**src/rtl/buttons_pkg.sv**
```systemverilog
// Shared constants and helpers for the button event controller.
package buttons_pkg;

    localparam int unsigned SYNC_STAGES              = 2;
    localparam int unsigned DEFAULT_CHANNELS         = 4;
    localparam int unsigned DEFAULT_DEBOUNCING_TICKS = 4;
    localparam int unsigned DEFAULT_LONG_PRESS_TICKS = 1000;

    // Bits needed to hold a count from 0 up to and including n.
    function automatic int unsigned counter_width(input int unsigned n);
        return $clog2(n + 1);
    endfunction

endpackage

```
**src/rtl/button_channel.sv**
```systemverilog
// One button channel: synchroniser, debounce, edge pulses, pending flag.
// Optional long-press detection is built when BUTTONS_LONG_PRESS_EN is defined.
module button_channel
    import buttons_pkg::*;
#(
    parameter int unsigned DEBOUNCING_TICKS = DEFAULT_DEBOUNCING_TICKS
`ifdef BUTTONS_LONG_PRESS_EN
    ,
    parameter int unsigned LONG_PRESS_TICKS = DEFAULT_LONG_PRESS_TICKS
`endif
) (
    input  logic clk,
    input  logic rst_n,
    input  logic button_pin,
    input  logic ack,
    output logic pressed,
    output logic press_event,
    output logic release_event,
    output logic pending
`ifdef BUTTONS_LONG_PRESS_EN
    ,
    output logic long_press
`endif
);

    localparam int unsigned DW = counter_width(DEBOUNCING_TICKS);

    logic [SYNC_STAGES-1:0] sync;
    logic [DW-1:0]          db_cnt;
    logic                   synced_c;
    logic                   toggle_c;
    logic                   set_c;

    assign synced_c = sync[SYNC_STAGES-1];
    // Level has disagreed with pressed for the full debounce window on this edge.
    assign toggle_c = (synced_c != pressed) && (db_cnt == DW'(DEBOUNCING_TICKS - 1));

    // Invert the active-low pin and bring it into the clk domain.
    always_ff @(posedge clk or negedge rst_n) begin
        if (!rst_n) begin
            sync <= '0;
        end else begin
            sync <= {sync[SYNC_STAGES-2:0], ~button_pin};
        end
    end

    // Debounce counter, accepted level and registered edge pulses.
    always_ff @(posedge clk or negedge rst_n) begin
        if (!rst_n) begin
            db_cnt        <= '0;
            pressed       <= 1'b0;
            press_event   <= 1'b0;
            release_event <= 1'b0;
        end else begin
            press_event   <= toggle_c & ~pressed;
            release_event <= toggle_c & pressed;
            if ((synced_c == pressed) || toggle_c) begin
                db_cnt <= '0;
            end else begin
                db_cnt <= db_cnt + DW'(1);
            end
            if (toggle_c) begin
                pressed <= ~pressed;
            end
        end
    end

`ifdef BUTTONS_LONG_PRESS_EN
    localparam int unsigned HW = counter_width(LONG_PRESS_TICKS);

    logic [HW-1:0] hold_cnt;

    // Hold counter saturates, so the long-press pulse fires once per press.
    always_ff @(posedge clk or negedge rst_n) begin
        if (!rst_n) begin
            hold_cnt   <= '0;
            long_press <= 1'b0;
        end else begin
            long_press <= pressed && (hold_cnt == HW'(LONG_PRESS_TICKS - 1));
            if (!pressed) begin
                hold_cnt <= '0;
            end else if (hold_cnt != HW'(LONG_PRESS_TICKS)) begin
                hold_cnt <= hold_cnt + HW'(1);
            end
        end
    end

    assign set_c = press_event | long_press;
`else
    assign set_c = press_event;
`endif

    // Sticky pending flag; a new event wins over a coincident ack.
    always_ff @(posedge clk or negedge rst_n) begin
        if (!rst_n) begin
            pending <= 1'b0;
        end else if (set_c) begin
            pending <= 1'b1;
        end else if (ack) begin
            pending <= 1'b0;
        end
    end

endmodule

```
**src/rtl/buttons_event_controller.sv**
```systemverilog
// Multi-channel debounced button controller with per-channel pending flags
// and a masked interrupt. Long-press support: define BUTTONS_LONG_PRESS_EN.
module buttons_event_controller
    import buttons_pkg::*;
#(
    parameter int unsigned CHANNELS         = DEFAULT_CHANNELS,
    parameter int unsigned DEBOUNCING_TICKS = DEFAULT_DEBOUNCING_TICKS,
    parameter int unsigned LONG_PRESS_TICKS = DEFAULT_LONG_PRESS_TICKS
) (
    input  logic                clk,
    input  logic                rst_n,
    input  logic [CHANNELS-1:0] button_pins,
    input  logic [CHANNELS-1:0] ack,
    input  logic [CHANNELS-1:0] irq_mask,
    output logic [CHANNELS-1:0] pressed,
    output logic [CHANNELS-1:0] press_event,
    output logic [CHANNELS-1:0] release_event,
    output logic [CHANNELS-1:0] pending,
    output logic                irq
`ifdef BUTTONS_LONG_PRESS_EN
    ,
    output logic [CHANNELS-1:0] long_press
`endif
);

    // Reject illegal configurations at elaboration.
    if ((CHANNELS < 1) || (CHANNELS > 32) || (DEBOUNCING_TICKS < 1) || (LONG_PRESS_TICKS < 1)) begin : g_bad_params
        $error("buttons_event_controller: illegal parameter value");
    end

    // One independent channel per button.
    for (genvar i = 0; i < CHANNELS; i++) begin : g_ch
        button_channel #(
            .DEBOUNCING_TICKS (DEBOUNCING_TICKS)
`ifdef BUTTONS_LONG_PRESS_EN
            ,
            .LONG_PRESS_TICKS (LONG_PRESS_TICKS)
`endif
        ) u_ch (
            .clk           (clk),
            .rst_n         (rst_n),
            .button_pin    (button_pins[i]),
            .ack           (ack[i]),
            .pressed       (pressed[i]),
            .press_event   (press_event[i]),
            .release_event (release_event[i]),
            .pending       (pending[i])
`ifdef BUTTONS_LONG_PRESS_EN
            ,
            .long_press    (long_press[i])
`endif
        );
    end

    // Interrupt follows the mask input directly, no added latency.
    assign irq = |(pending & irq_mask);

endmodule

```
**config.mk**
```make
export PLATFORM = sky130hd
export DESIGN_NAME = buttons_event_controller
export DESIGN_NICKNAME = d
export VERILOG_FILES = /design/src/rtl/buttons_pkg.sv /design/src/rtl/button_channel.sv /design/src/rtl/buttons_event_controller.sv
export SDC_FILE = /design/constraint.sdc
export NUM_CORES = 1
export LEC_CHECK = 0
export CAP_MARGIN = 40
export CORE_MARGIN = 2
export CORE_UTILIZATION = 40
export CTS_BUF_LIST = sky130_fd_sc_hd__clkbuf_8
export DETAILED_ROUTE_END_ITERATION = 8
export PLACE_DENSITY = 0.68
export SYNTH_ARGS = -nofsm -noshare
export SYNTH_HDL_FRONTEND = slang
export SYNTH_SLANG_ARGS = --single-unit
export TNS_END_PERCENT = 50
```
**constraint.sdc**
```tcl
create_clock -name clk -period 1.7 [get_ports clk]
set_clock_uncertainty 0.15 [all_clocks]
set_input_delay 0.34 -clock clk [delete_from_list [all_inputs] [get_ports clk]]
set_output_delay 0.34 -clock clk [all_outputs]
set_load 0.01 [all_outputs]
```
==> run_results.csv <==
group,metric,value,unit
outcome,status,"finished clean",
synth,syn_area,0.00147,mm2
die,die_x,64.7,um
routing,drc,0,
power,power.internal,1660,uW
worst_setup_path,crit_path_max_fanout,2,
worst_setup_path,max_stage_delay,530,ps
timing,finalCritPeriodShare,0.966,
grt,grt_max_degree,37,
worst_setup_path,worst-setup-path-type,"flop to primary output",
cts,cts_tree,"built",
routing,wire_per_inst,10.3,um
worst_setup_path,cp_slowest_cell,"clkdlybuf4s50_1",
hold_path,min_path_cells,0,
die,rows,22,
placement,portBuffers,30,
grt,track_usage,0.115,
cts,path_clk_slew,70,ps
worst_setup_path,cp.arrival,1150,ps
worst_setup_path,critPathTopFamily,"buffers and inverters",
hold_path,worstHoldStart,"g_ch[0].u_ch.sync[0]",
hold_path,holdPathEnd,"g_ch[0].u_ch.sync[1]",
synth,synth_most_common_cell,"dfrtp_1",
die,fp.dieH,64.7,um
synth,ys_types,13,
power,p_sw,662,uW
die,ios,31,
flow_run,maxCapViolCount,0,
placement,dp_hpwl,1.42,mm
placement,dpl_cell_area,0.00172,mm2
timing,fmax,609,MHz
synth,synth_commonest_cells,"36 x dfrtp_1, 16 x buf_4, 16 x inv_1",
final_layout,final_nets,166,
power,leakage,0.000996,uW
timing,slew_headroom,0.712,
routing,viasPerCell,4.31,
routing,drtIter0Drc,26,
power,peakVddDrop,0.000451,V
placement,routabilityCongestion,0.658,
synth,ys.warnings.count,0,
routing,route.antenna.remaining_nets,0,
hold_path,min_path_type,"flop to flop",
die,die-area,0.00418,mm2
synth,synthesis.nets,143,
worst_setup_path,crit-reg2reg-launch,"g_ch[3].u_ch.db_cnt[0]",
worst_setup_path,rrSetupSlack,380,ps
power,swShare,0.285,
final_layout,diodes,0,
power,powerDensity,1280,mW/mm2
worst_setup_path,path_cells,"clkdlybuf4s50_1",
worst_setup_path,worst_setup_path_end_kind,"primary output",
grt,antenna_found_initial,0,
worst_setup_path,critPathBufInv,1,
power,p_seq_frac,0.494,
timing,finalSetupTns,0,ps
synth,avgSynthCellArea,12.5,um2
power,pwr-share-clk,0.250,
synth,synthTopCellsByArea,"dfrtp_1 61%, ha_1 9.3%, buf_4 8.2%",
timing,final_hold_viol_count,0,
worst_setup_path,cp.required,1210,ps
timing,period_minus_slack,1640,ps
timing,finalMaxSlewViolations,0,
cts,cts_buffers,5,
grt,grt_pass1_vias,823,
synth,synth_cells,118,
synth,synth_edf_count,0,
final_layout,synthToLayoutAreaGrowth,23.8,%
worst_setup_path,worstRegToRegCells,3,
final_layout,post-route-cell-area,0.00182,mm2
synth,postSynth.asyncResetShare,1.00,
cts,insertion_delay,280,ps
cts,clkSinkCount,36,
timing,setup_viol,0,
timing,tightest_slew,431,ps
die,core_area,0.00361,mm2
synth,ys_dominant_reg_cell,"dfrtp_1",
routing,first_pass_iters,4,
die,start_util,0.408,
power,power_frac_comb,0.256,
final_layout,drive_gt1_frac,0.0986,
cts,clock_path_buffers,2,
synth,ys_seq_elements,36,
cts,htree_levels,2,
worst_setup_path,start_kind,"flop",
cts,root_buffer,"clkbuf_8",
synth,synth_top_area_share,0.612,
timing,rsz0062_at_grt,"no",
routing,vias,819,
synth,seq_area_frac_synth,0.612,
grt,grt.overflow.total,0,
routing,finalWirelength,1.96,mm
worst_setup_path,reg2reg_to,"g_ch[3].u_ch.db_cnt[2]",
grt,grt_first_pass_wirelength,3.53,mm
synth,synth_top_cell_by_area,"dfrtp_1",
how the worst max path moves through the flow:
stage                                        start                endpoint  slack (ps)  depth (start not counted)
after floorplan             g_ch[1].u_ch.db_cnt[0]  g_ch[1].u_ch.db_cnt[2]         480                          3
after global placement                 irq_mask[0]                     irq        -240                          4
after detailed placement               irq_mask[0]                     irq        -250                          4
after CTS                              irq_mask[0]                     irq         -40                          4
after global routing      g_ch[3].u_ch.press_event          press_event[3]           3                          1
final                     g_ch[1].u_ch.press_event          press_event[1]          60                          1
cell type report:
class / count / area (um2)
repair buffers: 32 / 315
clock buffers: 6 / 82.6
fillers: 327 / 1780
flip-flops and latches: 36 / 901
well taps: 48 / 60.1
inverters: 16 / 60.1
multi-input cells: 50 / 397
clock inverters: 2 / 7.51
flip-flops by register name (all words and copies together), names as in the netlist:
register                 flops
g_ch.u_ch.release_event      4
g_ch.u_ch.pressed            4
g_ch.u_ch.db_cnt            12
g_ch.u_ch.pending            4
g_ch.u_ch.press_event        4
g_ch.u_ch.sync               8
through the flow:
stage | std cells | hold WS [ps] | utilization | total power [uW] | setup WS, ps
after global placement | 181 | 183 | 0.476 | 1750 | -244
after CTS | 190 | 196 | 0.502 | 2370 | -42.5
final | 190 | 192 | 0.506 | 2330 | 57.6
after detailed placement | 181 | 185 | 0.476 | 1810 | -250
after floorplan | 118 | -106 | - | 1610 | 479
after global routing | 190 | 216 | 0.506 | 2510 | 2.73
per-layer routing:
| metal | share of wire | wire (um) | global-route usage | vias up |
|---|---|---|---|---|
| li1 | - | - | - | 407 |
| met1 | 0.42 | 822 | 0.123 | 377 |
| met2 | 0.48 | 933 | 0.188 | 29 |
| met3 | 0.078 | 153 | 0.0521 | 6 |
| met4 | 0.026 | 51 | 0.0638 | 0 |
| met5 | 0 | 0 | 0 | - |
cell usage in the layout (no fill, tap or decap), types with 5 or more instances in the layout:
cell type	synthesis	layout
clkdlybuf4s50_1	0	19
clkbuf_8	0	6
dfrtp_1	36	36
dlymetal6s2s_1	0	5
ha_1	11	11
nand2_1	5	5
inv_1	16	18
nor3_1	8	8
power groups by stage:
stage                     Combinational, uW  Clock, uW  Sequential (uW)
final                                   596        582             1150
after global routing                    684        647             1180
after CTS                               616        604             1150
after detailed placement                647          0             1170
after global placement                  600          0             1150
after floorplan                         470          0             1140
cell families after synthesis:
| logic type | after synthesis | share of synthesized area |
|---|---|---|
| adders and majority gates | 11 | 0.0935 |
| DFF | 36 | 0.612 |
| xor gates and xnor gates | 4 | 0.0238 |
| buffers and inverters | 32 | 0.122 |
| and+or+nand+nor | 25 | 0.105 |
| AOI/OAI and AO/OA | 10 | 0.0442 |
timing repair:
action,CTS,global route
hold buffers,1,0
pin swaps,0,1
endpoints found under the setup margin,5,6
endpoints found under the hold margin,36,0
buffers inserted,0,0
resized for setup,5,8
(Power assumes the default switching activity.)
==> variant, RTL diff (same flow settings) <==
Build with the macro `BUTTONS_LONG_PRESS_EN` defined.
--- a/src/rtl/button_channel.sv
+++ b/src/rtl/button_channel.sv
@@ -1,5 +1,7 @@
 // One button channel: synchroniser, debounce, edge pulses, pending flag.
 // Optional long-press detection is built when BUTTONS_LONG_PRESS_EN is defined.
+`define BUTTONS_LONG_PRESS_EN
+
 module button_channel
     import buttons_pkg::*;
 #(
Behaviour (old outputs only; new: long_press): no difference found for any inputs over 10 cycles, from zero or initial values and one cycle with rst_n low; that may be too few to reach the edited logic, so the function may still have changed.
==> variant against the unedited design <==
- register-to-register slack worse by 240 ps
- power up 110%
- design area grew 140%
- via count increased to 3.1 times the old value
- sequential cell count up 44
- synthesized area rose to 2.5 times the old value
- setup slack got worse by 88 ps
- sequential power increased by 100%
- die area rose by 140%
- first-iteration DRC count grew to 3.2 times the old value
- the run now ends with setup timing left
- wire length rose to 3.3 times the old value
- global-route usage increased by 2.7 points
==> variant: results (changes against the unedited design) <==
Final layout
  – Layout cells sized above 1: 9.87% (was 9.86%)
  – Top Registers: g_ch.u_ch.hold_cnt: 40 flops, g_ch.u_ch.db_cnt: 12 flops, g_ch.u_ch.sync: 8 flops (was g_ch.u_ch.db_cnt: 12 flops, g_ch.u_ch.sync: 8 flops)

Power and ir drop
  – Leak pwr: 1.94 nW (was 0.996 nW)
  – Sw Pwr: 1.49 mW (was 0.662 mW)

Placed design
  – Post-detail-place hpwl: 4630 µm (was 1420 µm)
  – PortBufs: 34 (was 30)
  – Post-Place Worst Slack: -389 ps (was -250 ps)

Yosys
  – Distinct cells, synth: 33 (was 13)
  – Post-synth net total: 388 (was 143)
  – Synth top area cells: dfrtp_1, ha_1, buf_4 (unchanged)

STA
  – Worst slew margin: 70.0% (was 71.2%)
  – Final setup viols: 1 (was 0)
  – Post-route setup slack: -30.1 ps (was 57.6 ps)

Global routing
  – GR Layer Usage met3: 4.44% (was 5.21%)
  – Vias in the first global route: 2559 (was 823)
  – Met2 usage: 24.2% (was 18.8%)
  – Largest net degree at the start of global routing: 32 (was 37)

Run status
  – Failing checks: setup timing
  – Status: finished with violations (was complete, no violations)

Worst setup path
  – Worst stage delay on the critical path: 410 ps (was 530 ps)
  – Worst r2r dst: g_ch[2].u_ch.hold_cnt[9]$_DFFE_PN0P_ (was g_ch[3].u_ch.db_cnt[2]$_DFF_PN0_)
  – Worst-path fanout max: 1 (was 2)
  – End of the critical path: irq (was press_event[1])
  – FF-to-FF Start: g_ch[2].u_ch.hold_cnt[5]$_DFFE_PN0P_ (was g_ch[3].u_ch.db_cnt[0]$_DFF_PN0_)
  – R2r setup slk: 140 ps (was 380 ps)
  – CP startpoint: irq_mask[2] (was g_ch[1].u_ch.press_event$_DFF_PN0_)

Detailed routing
  – DRT iter0 DRCs: 82 (was 26)

Clock network
  – Worst skew pair latency: 340 ps (was 280 ps)
## variant: area by class of cell
class | count | area (µm²)
repair buffers | 47 | 434
well taps | 111 | 139
fillers | 855 | 4800
multi-input cells | 220 | 1440
inverters | 34 | 128
clock inverters | 4 | 71.3
flip-flops and latches | 80 | 2000
clock buffers | 10 | 138
## variant: logic make-up (layout without fill, tap and decap cells)
logic type                 Yosys count  count (layout)  share of synthesized area, %
and+or+nand+nor                    131             131                          19.7
xor gates and xnor gates            13              13                          3.05
buffers and inverters               58              95                          7.92
muxes                                9               9                          2.42
AOI/OAI and AO/OA                   51              51                          7.82
DFF                                 80              80                          53.7
adders and majority gates           16              16                          5.37
## variant: worst reg2reg max path: cells and delay by family (launching register included)
family             cells  cell delay (ps)
and+or+nand+nor        2              720
DFF                    1              450
AOI/OAI and AO/OA      1              160
## variant: what timing repair did
item,CTS,global route
gates cloned,0,0
hold buffers,1,0
endpoints found under the setup margin,21,2
pin swaps,1,0
endpoints found under the hold margin,24,0
buffers inserted,1,0
resized for setup,24,3
## variant: power by group through the flow
| stage | Clock [mW] | Sequential, mW | Combinational, mW |
|---|---|---|---|
| after floorplan | 0 | 2.35 | 0.816 |
| after global placement | 0 | 2.38 | 1.16 |
| after detailed placement | 0 | 2.39 | 1.21 |
| after CTS | 1.55 | 2.35 | 1.17 |
| after global routing | 1.61 | 2.39 | 1.34 |
| final | 1.49 | 2.35 | 1.14 |
## variant: metal layers
metal / routed length [µm] / vias up
li1: - / 1275
met1: 2950 / 1257
met2: 3190 / 41
met3: 264 / 4
met4: 38 / 0
met5: 0 / -
## variant: through the flow
| step | instance area (µm²) | std cells |
|---|---|---|
| detailed placement | 4140 | 490 |
| global placement | 4140 | 490 |
| floorplan | 3730 | 358 |
| global route | 4350 | 506 |
| CTS | 4340 | 506 |
| finish | 4350 | 506 |
